==> src/rtl/uart_tx.sv <==
// UART transmitter: start bit, DATA_BITS data bits LSB-first, optional parity, stop period.
// Bit timing is driven by a 16x baud strobe; tx is taken straight from a flop.
module uart_tx #(
  parameter int DATA_BITS  = 8,
  parameter int PARITY_EN  = 0,
  parameter int PARITY_ODD = 0,
  parameter int STOP_TICKS = 16
) (
  input  logic                 clk,
  input  logic                 rst,
  input  logic                 bd_tick,
  input  logic                 tx_start,
  input  logic [DATA_BITS-1:0] tx_data,
  output logic                 tx_ready,
  output logic                 tx_done,
  output logic                 tx
);

  localparam int BW = $clog2(DATA_BITS + 1);
  localparam int TW = (STOP_TICKS > 16) ? $clog2(STOP_TICKS) : 4;

  typedef enum logic [2:0] {
    S_IDLE,
    S_START,
    S_DATA,
    S_PARITY,
    S_STOP
  } state_t;

  state_t               r_state;
  logic [TW-1:0]        r_tick;
  logic [BW-1:0]        r_bit;
  logic [DATA_BITS-1:0] r_shift;
  logic                 r_parity;
  logic                 r_tx;
  logic                 r_ready;
  logic                 r_done;

  logic w_bit_end;
  assign w_bit_end = bd_tick && (r_tick == TW'(15));

  always_ff @(posedge clk) begin
    if (rst) begin
      r_state  <= S_IDLE;
      r_tick   <= '0;
      r_bit    <= '0;
      r_shift  <= '0;
      r_parity <= 1'b0;
      r_tx     <= 1'b1;
      r_ready  <= 1'b1;
      r_done   <= 1'b0;
    end else begin
      r_done <= 1'b0;
      case (r_state)
        S_IDLE: begin
          // Start bit begins on the accept edge, not on a baud tick.
          if (tx_start) begin
            r_shift  <= tx_data;
            r_parity <= (^tx_data) ^ (PARITY_ODD != 0);
            r_tick   <= '0;
            r_bit    <= '0;
            r_tx     <= 1'b0;
            r_ready  <= 1'b0;
            r_state  <= S_START;
          end
        end
        S_START: begin
          if (w_bit_end) begin
            r_tick  <= '0;
            r_bit   <= '0;
            r_tx    <= r_shift[0];
            r_state <= S_DATA;
          end else if (bd_tick) begin
            r_tick <= r_tick + TW'(1);
          end
        end
        S_DATA: begin
          if (w_bit_end) begin
            r_tick  <= '0;
            r_shift <= r_shift >> 1;
            r_bit   <= r_bit + BW'(1);
            if (r_bit == BW'(DATA_BITS - 1)) begin
              if (PARITY_EN != 0) begin
                r_tx    <= r_parity;
                r_state <= S_PARITY;
              end else begin
                r_tx    <= 1'b1;
                r_state <= S_STOP;
              end
            end else begin
              r_tx <= r_shift[1];
            end
          end else if (bd_tick) begin
            r_tick <= r_tick + TW'(1);
          end
        end
        S_PARITY: begin
          if (w_bit_end) begin
            r_tick  <= '0;
            r_tx    <= 1'b1;
            r_state <= S_STOP;
          end else if (bd_tick) begin
            r_tick <= r_tick + TW'(1);
          end
        end
        S_STOP: begin
          if (bd_tick && (r_tick == TW'(STOP_TICKS - 1))) begin
            r_tick  <= '0;
            r_done  <= 1'b1;
            r_ready <= 1'b1;
            r_state <= S_IDLE;
          end else if (bd_tick) begin
            r_tick <= r_tick + TW'(1);
          end
        end
        default: begin
          r_state <= S_IDLE;
          r_tx    <= 1'b1;
          r_ready <= 1'b1;
        end
      endcase
    end
  end

  assign tx       = r_tx;
  assign tx_ready = r_ready;
  assign tx_done  = r_done;

endmodule

==> config.mk <==
export PLATFORM = sky130hd
export DESIGN_NAME = uart_tx
export DESIGN_NICKNAME = d
export VERILOG_FILES = /design/src/rtl/uart_tx.sv
export SDC_FILE = /design/constraint.sdc
export NUM_CORES = 1
export LEC_CHECK = 0
export CORE_MARGIN = 2
export CORE_UTILIZATION = 55
export DETAILED_ROUTE_END_ITERATION = 10
export PLACE_DENSITY = 0.75
export SYNTH_ARGS = -nofsm -noshare
export SYNTH_HDL_FRONTEND = slang
export SYNTH_SLANG_ARGS = --single-unit
==> constraint.sdc <==
create_clock -name clk -period 4.7 [get_ports clk]
set_clock_uncertainty 0.05 [all_clocks]
set_input_delay 0.705 -clock clk [delete_from_list [all_inputs] [get_ports clk]]
set_output_delay 0.705 -clock clk [all_outputs]
set_load 0.02 [all_outputs]
==> results.md, run 1 <==
- The total of buffers placed on input and output ports is 14.
- The count of unresolved DRC violations after routing is 0.
- The minimum setup slack in the final design is 2.428 ns.
- In this run the number of H-tree levels came out at 1.
- The floorplan die height is 53.08 um.
- The total number of vias is 1130.
- The path class of the tightest hold or removal check is register to register.
- Hold timing on the final database bottoms out at a slack of between 0.4 and 0.5 ns.
- The max-slew violation count was 0.
- The routed design uses roughly 1.3 mm of met2 wire.
- Routability-driven placement finished with a final weighted congestion of between 0.7 and 0.8.
- Max-cap violations in this run came to 0.
- Of the synthesized area, sequential elements account for 0.3324.
- Entering global routing, the biggest net connects 19 pins.
- Of the total power, combinational logic draws 0.159.
- The detail route stage leaves a number of antenna-violating nets equal to 0.
- Yosys printed 0 warnings.
- The TritonCTS clock tree is done.
- The dominant register cell in the synthesized netlist is dfxtp_1.
- The cell sitting at the root of the clock tree is a clkbuf_4.
- The fraction of registers with async set/reset is 0.
- Once layout is complete, the cells apart from fillers number between 150 and 200.
- After clock tree synthesis, the clock-pin slew on the worst setup and hold paths is between 0.1 and 0.15 ns.
- The kind of start point of the critical path is an input port.
- Data on the critical path is required at its endpoint by ~4.9 ns.
- In this run, CTS created clock tree buffers numbering 3.
- The part of the total power dissipated in sequential elements is 0.487.
- Of all nets on the critical path, the largest fanout is 16.
- The net total in the final layout is ~170.
- The number of synthesized register bits is 22.
- Gates resized during post-CTS repair numbered 0.
- Of the total power, the clock network draws 0.354.
- Setup repair after global routing left no endpoint under its margin.
- The number of enable flip-flop cells after synthesis is 0.
- The number of setup violations in the final report is 0.
- In the global route stage, overall resource usage came out at 0.2070.
- The layout cell share with drive strength beyond 1 is 0.1111.
- The detailed router's first-iteration violation count is 13.
- The clock latency on the worst-skew pair is ~0.33 ns.
- Measured against its own limit, the worst slew margin works out to 0.1789.
- The detail-routed net length per standard cell is 14.98 um.
- The number of nets in the synthesized netlist is approximately 160.
- The topmost layer with routed signal wires is met4.
- The net switching component of the power is 0.1066 mW.
- The clock period could shrink to 2.272 ns.
- The share of total power consumed by net switching is 0.2541.
- After detailed placement, the design holds a cell count of around 180.
- The TritonCTS sink count is 22.
- At the pin with the least slew margin, the transition time is 1.227 ns.
- The average size of a mapped cell is a little under 9 um^2.
- The worst setup path is of the input port to register kind.
- The total overflow left after global routing is 0.
- The half-perimeter wire length after placement is about 1.9 mm.
- The cts-stage hold buffer count is 0.
- The maximum vdd drop is roughly 0.18 mV.
- The horizontal extent of the die is roughly 53 um.
- The final count of hold timing violations is 0.
- The final layout contains routed wiring with a total length of 2.711 mm.
- The via count normalized by instance count is around 6.2.
- The area growth from synthesis to layout is 9.254%.
- The post-placement setup slack is between 2 and 2.5 ns.
- The number of post-CTS setup repair buffers is 0.
- The first detailed-routing pass ran for 4 iterations.
- Setup total negative slack on the finished layout was measured at 0 ns.
- The initial utilization of the core area, before any placement, comes to 0.5877.
- The synthesized netlist cell count is between 100 and 150.
- In this run the cell area of the synthesized design comes to ~0.0013 mm^2.
- After synthesis, the netlist uses 39 different library cells.
- The share of the clock period used by the worst path after layout is 0.4835.
- The overall die area is 0.002817 mm^2.
- The run finished with clean final reports.
- The core region is 0.002255 mm^2.
- The met3 layer wire length in the routed design is between 90 and 100 um.
- The arrival time at the worst endpoint is ~2.5 ns.
- The number of global-route vias before repair was about 970.
- The global-route wire length before repair is about 4.3 mm.
- The internal power is ~0.31 mW.
- The initial antenna violation count is 0.
- For this design the static power due to leakage is slightly below 0.5 nW.
- 0 antenna diodes ended up in the layout.
- In this run the count of I/O pins placed on the die edge is 15.
- The floorplan has 17 rows.
- The routed metal-1 wirelength is 1.223 mm.
- The highest clock rate is between 0.4 and 0.5 GHz.
- The clock passes through at most 2 buffers.
- Fill cells in the final layout number 206.
- In this run the power density over the cells is 289.7 mW/mm^2.
- The worst setup path is captured at a register.
==> per-stage QoR <==
stage	utilization	power, mW	cell area (um^2)
floorplan	-	0.2574	1325
global placement	0.6188	0.2719	1395
detailed placement	0.6188	0.2749	1395
CTS	0.6421	0.4205	1448
global route	0.6421	0.4372	1448
finish	0.6421	0.4194	1448
==> metal layers <==
metal / vias up / global-route usage
met5: - / 0
met3: 5 / 0.02542
li1: 569 / -
met1: 536 / 0.2622
met4: 0 / 0.08974
met2: 20 / 0.3500
==> worst paths after layout <==
| path | startpoint | endpoint | slack, ns | cells after the start |
|---|---|---|---|---|
| max reg2reg | r_state[2] | r_shift[1] | 2.58 | 3 |
| min reg2reg | r_bit[3] | r_bit[3] | 0.46 | 2 |
| max | bd_tick | r_shift[1] | 2.43 | 5 |
| min | r_bit[3] | r_bit[3] | 0.46 | 2 |
==> cell families after synthesis <==
kind of cell	count (synthesis)	synth area share
XOR/XNOR	1	0.006611
flip-flops	22	0.3324
multiplexers	10	0.07932
buffers and inverters	17	0.08781
adder cells (fa/ha/maj)	2	0.01888
AO/OA/AOI/OAI	52	0.2814
AND/OR/NAND/NOR	45	0.1936
==> final cells by class <==
type	count	area, um^2	share of cell area
multi-input cells	110	768.2	0.5307
clock inverters	1	30.03	0.02074
well taps	28	35.03	0.02420
repair buffers	14	140.1	0.09680
flip-flops and latches	22	440.4	0.3042
clock buffers	3	22.52	0.01556
inverters	3	11.26	0.007779
==> state kept, by name, summed over array words and instances (netlist names) <==
register / cells
tx_ready: 1
r_bit: 4
tx: 1
r_tick: 4
r_state: 3
tx_done: 1
r_shift: 8
==> critical path: stages <==
cell,delay [ns]
clkdlybuf4s50_1,0.66
and4_1,0.37
mux2_4,0.33
a21oi_1,0.12
a311oi_2,0.28
==> power by group through the flow <==
stage                     Clock (mW)  Combinational (mW)  Sequential, mW
after detailed placement           0              0.0665           0.208
final                          0.148              0.0665           0.204
after floorplan                    0              0.0505           0.207
after global routing           0.159              0.0724           0.206
after global placement             0              0.0639           0.208
after CTS                      0.149              0.0668           0.204
==> cells in the final DEF, fill, tap and decap left out, types with 2 or more instances in the layout <==
cell,n
nor3b_2,2
mux2i_1,9
or3_1,4
clkbuf_4,3
a21o_1,2
a311oi_2,7
ha_1,2
nor4_1,2
a21oi_1,23
clkdlybuf4s50_1,14
a21oi_2,2
nor2_1,9
dfxtp_1,22
inv_1,3
o21ai_0,8
nor3_1,5
nor2b_1,3
nand4_1,5
nand2_1,6
nand3_1,2
a31oi_1,2
nand3b_1,2
==> Yosys cell counts (all sizes together) (2+ instances only) <==
| library cell | count | area share |
|---|---|---|
| nand3b | 2 | 0.011 |
| a21o | 2 | 0.011 |
| a21oi | 25 | 0.10 |
| a31o | 2 | 0.013 |
| ha | 2 | 0.019 |
| mux2i | 9 | 0.068 |
| nor3b | 3 | 0.025 |
| buf | 10 | 0.068 |
| inv | 3 | 0.0085 |
| a311oi | 7 | 0.079 |
| nor4 | 2 | 0.0094 |
| nand4 | 5 | 0.024 |
| nand2 | 6 | 0.017 |
| dfxtp | 22 | 0.33 |
| nor2 | 9 | 0.025 |
| a31oi | 2 | 0.0094 |
| nor2b | 3 | 0.014 |
| clkbuf | 4 | 0.011 |
| nand3 | 2 | 0.0076 |
| or3 | 4 | 0.019 |
| o21ai | 8 | 0.030 |
| nor3 | 5 | 0.019 |
Power figures use the tool's default switching activity.
==> inputs of run 2 (changes only) <==
==> constraint.sdc (replaced) <==
create_clock -name clk -period 2.1 [get_ports clk]
set_clock_uncertainty 0.05 [all_clocks]
set_input_delay 0.315 -clock clk [delete_from_list [all_inputs] [get_ports clk]]
set_output_delay 0.315 -clock clk [all_outputs]
set_load 0.02 [all_outputs]
==> run 2 against run 1 <==
Against the previous run: clock-buffer cell count is the same; critical endpoint is now r_shift[3]; critical path type is now register to register; final area grew 3.3%; final cell count grew 5.0%; highest routed layer unchanged; clock power grew 32%; largest cell class unchanged; via count grew 5.8%; worst hold slack lost 0.015 ns; flip-flop and latch count is the same.
==> results.md, run 2 (same netlist as run 1, synthesis figures left out) <==
- At the pin with the least slew margin, the transition time is about 0.74 ns.
- The pin count of the biggest net entering global routing is 17.
- The worst hold path belongs to the class register to register.
- For this design, the sink count on the clock tree is 22.
- Detailed placement ended at an HPWL of roughly 2.2 mm.
- The total of buffers placed on input and output ports is 14.
- The number of antenna diodes in the final layout is 0.
- In the global route stage, overall resource usage came out at 0.2485.
- The number of global-route vias before repair was around 1.1k.
- The detailed router's first-iteration violation count is 18.
- The multi-input logic area is slightly below 800 um^2.
- The run finished with clean final reports.
- The TritonCTS clock tree is done.
- The remaining max-slew budget at the tightest pin is 0.5052.
- The tool flagged a number of max-cap violations equal to 0.
- For this design, the CTS-stage hold fixing added 0 buffers.
- Setup violations remaining at the end of the flow were counted as 0.
- After layout, the design draws a total of between 0.8 and 0.9 mW.
- The met3 layer wire length in the routed design is roughly 120 um.
- The die covers 0.002817 mm^2.
- The count of unresolved DRC violations after routing is 0.
- The internal reg-to-reg setup slack is roughly 0.23 ns.
- The kind of start point of the critical path is a register.
- The count of H-tree levels built during CTS is 1.
- For this design the static power due to leakage is 0.5185 nW.
- The area growth from synthesis to layout is 12.84%.
- The core region is 0.002255 mm^2.
- The congestion estimate from routability-driven global placement came to about 0.74.
- The max-slew violation count is 0.
- For this block, the routed nets add up to ~3.0 mm of wire.
- The final period demand of the worst path is ~1.9 ns.
- The library cell used most frequently in the layout, excluding fill and tap cells, is a21oi_1.
- The largest registers in the layout are r_shift x8, r_bit x4, r_tick x4.
- The first global-routing pass estimated a little over 5 mm of wire.
- The power per cell area is between 500 and 600 mW/mm^2.
- The clock passes through at most 2 buffers.
- After detailed placement, the design holds a cell count of 187.
- Across the VDD grid, the largest voltage drop is a little over 0.4 mV.
- In the final routing, the length of wire on met1 measures approximately 1.3 mm.
- The layout has between 200 and 250 filler cells.
- The horizontal extent of the die is approximately 53 um.
- The area taken by flip-flops and latches is around 440 um^2.
- The via count normalized by instance count is between 6 and 7.
- The total number of vias is roughly 1.2k.
- The register with the most flip-flops in the layout has 8 of them.
- The starting density of the core is 0.5877.
- Signal routing reaches up to met4.
- Data on the critical path is required at its endpoint by roughly 2.3 ns.
- The number of post-CTS setup repair buffers is 0.
- The final count of hold timing violations is 0.
- The top cell types in the final layout, fill and taps aside, are a21oi_1 (23), dfxtp_1 (22), clkdlybuf4s50_1 (14), buf_4 (10), mux2i_1 (9).
- The minimum setup slack in the final design is 0.2267 ns.
- In this run the core area contains 17 standard-cell rows.
- The highest clock rate is ~0.53 GHz.
- For this run, the detailed router's first-pass iteration total came to 4.
- For this run, the number of standard cells in the final layout without fillers is 190.
- Summed over all failing endpoints, the final setup total negative slack is 0 ns.
- The detail-routed net length per standard cell is approximately 16 um.
- Data on the critical path arrives at its endpoint at 2.05 ns.
- After clock tree synthesis, the clock-pin slew on the worst setup and hold paths is roughly 0.12 ns.
- The clock latency on the worst-skew pair is a little over 0.3 ns.
- The type of the worst setup path is register to register.
- In this run the worst path has a maximum fanout of 16.
- The number of top-level design ports is 15.
- The cell at the root of the clock tree is clkbuf_4.
- The routed length on met2 is around 1.5 mm.
- In the final layout, the share of cells above drive strength 1 is 0.1667.
- The post-placement setup slack is just under 0.06 ns.
- The register with the most flip-flops in the final layout is r_shift.
- The floorplan die height is 53.08 um.
- TritonCTS created 3 clock buffers.
- The share of the clock period used by the worst path after layout is 0.8920.
- The worst setup path is captured at a register.
- For this run the aggregate overflow at the end of global routing stands at 0.
- The detail route stage leaves a number of antenna-violating nets equal to 0.
- Setup repair after global routing left no endpoint under its margin.
- The initial antenna violation count was 0.
- At the end of the flow, the number of nets in the layout was approximately 180.
-- run 2: power breakdown --
| group | leakage (nW) | switching [mW] | total, mW | internal (mW) |
|---|---|---|---|---|
| Sequential | 0.180 | 0.0182 | 0.457 | 0.438 |
| Combinational | 0.324 | 0.0849 | 0.160 | 0.0752 |
| Clock | 0.0138 | 0.129 | 0.196 | 0.0672 |
| Total | 0.519 | 0.232 | 0.813 | 0.581 |
-- run 2: what timing repair did --
action	4_1_cts	5_1_grt
hold endpoints to repair	0	0
gates resized for setup	0	1
setup endpoints to repair	0	6
-- run 2: worst max-delay path, cell delays in order, from the launching register on --
cell      delay [ns]
dfxtp_1         0.41
ha_1            0.25
and4_1          0.36
mux2_4          0.34
a21oi_1         0.11
a311oi_2        0.27
-- run 2: stage by stage --
stage	cell area [um^2]	utilization	hold slack, ns
2_1_floorplan	1325	-	0.4030
3_3_place_gp	1470	0.6521	0.4131
3_5_place_dp	1470	0.6521	0.4315
4_1_cts	1493	0.6620	0.4485
5_1_grt	1495	0.6632	0.4941
6_report	1495	0.6632	0.4467
-- run 2: final timing paths --
check,start,end,cells after the start
setup / recovery,r_tick[0],r_shift[3],5
hold / removal,r_bit[3],r_bit[3],2
hold reg to reg,r_bit[3],r_bit[3],2
setup reg to reg,r_tick[0],r_shift[3],5
-- run 2: cell type report --
| type | count | share of cell area |
|---|---|---|
| clock buffers | 3 | 0.01506 |
| inverters | 3 | 0.007531 |
| multi-input cells | 110 | 0.5155 |
| flip-flops and latches | 22 | 0.2946 |
| well taps | 28 | 0.02343 |
| repair buffers | 24 | 0.1439 |
-- run 2: layer usage --
metal / vias up / GRT usage
met4: 0 / 0.1410
met5: - / 0
li1: 591 / -
met2: 32 / 0.4083
met1: 566 / 0.3056
met3: 7 / 0.03955
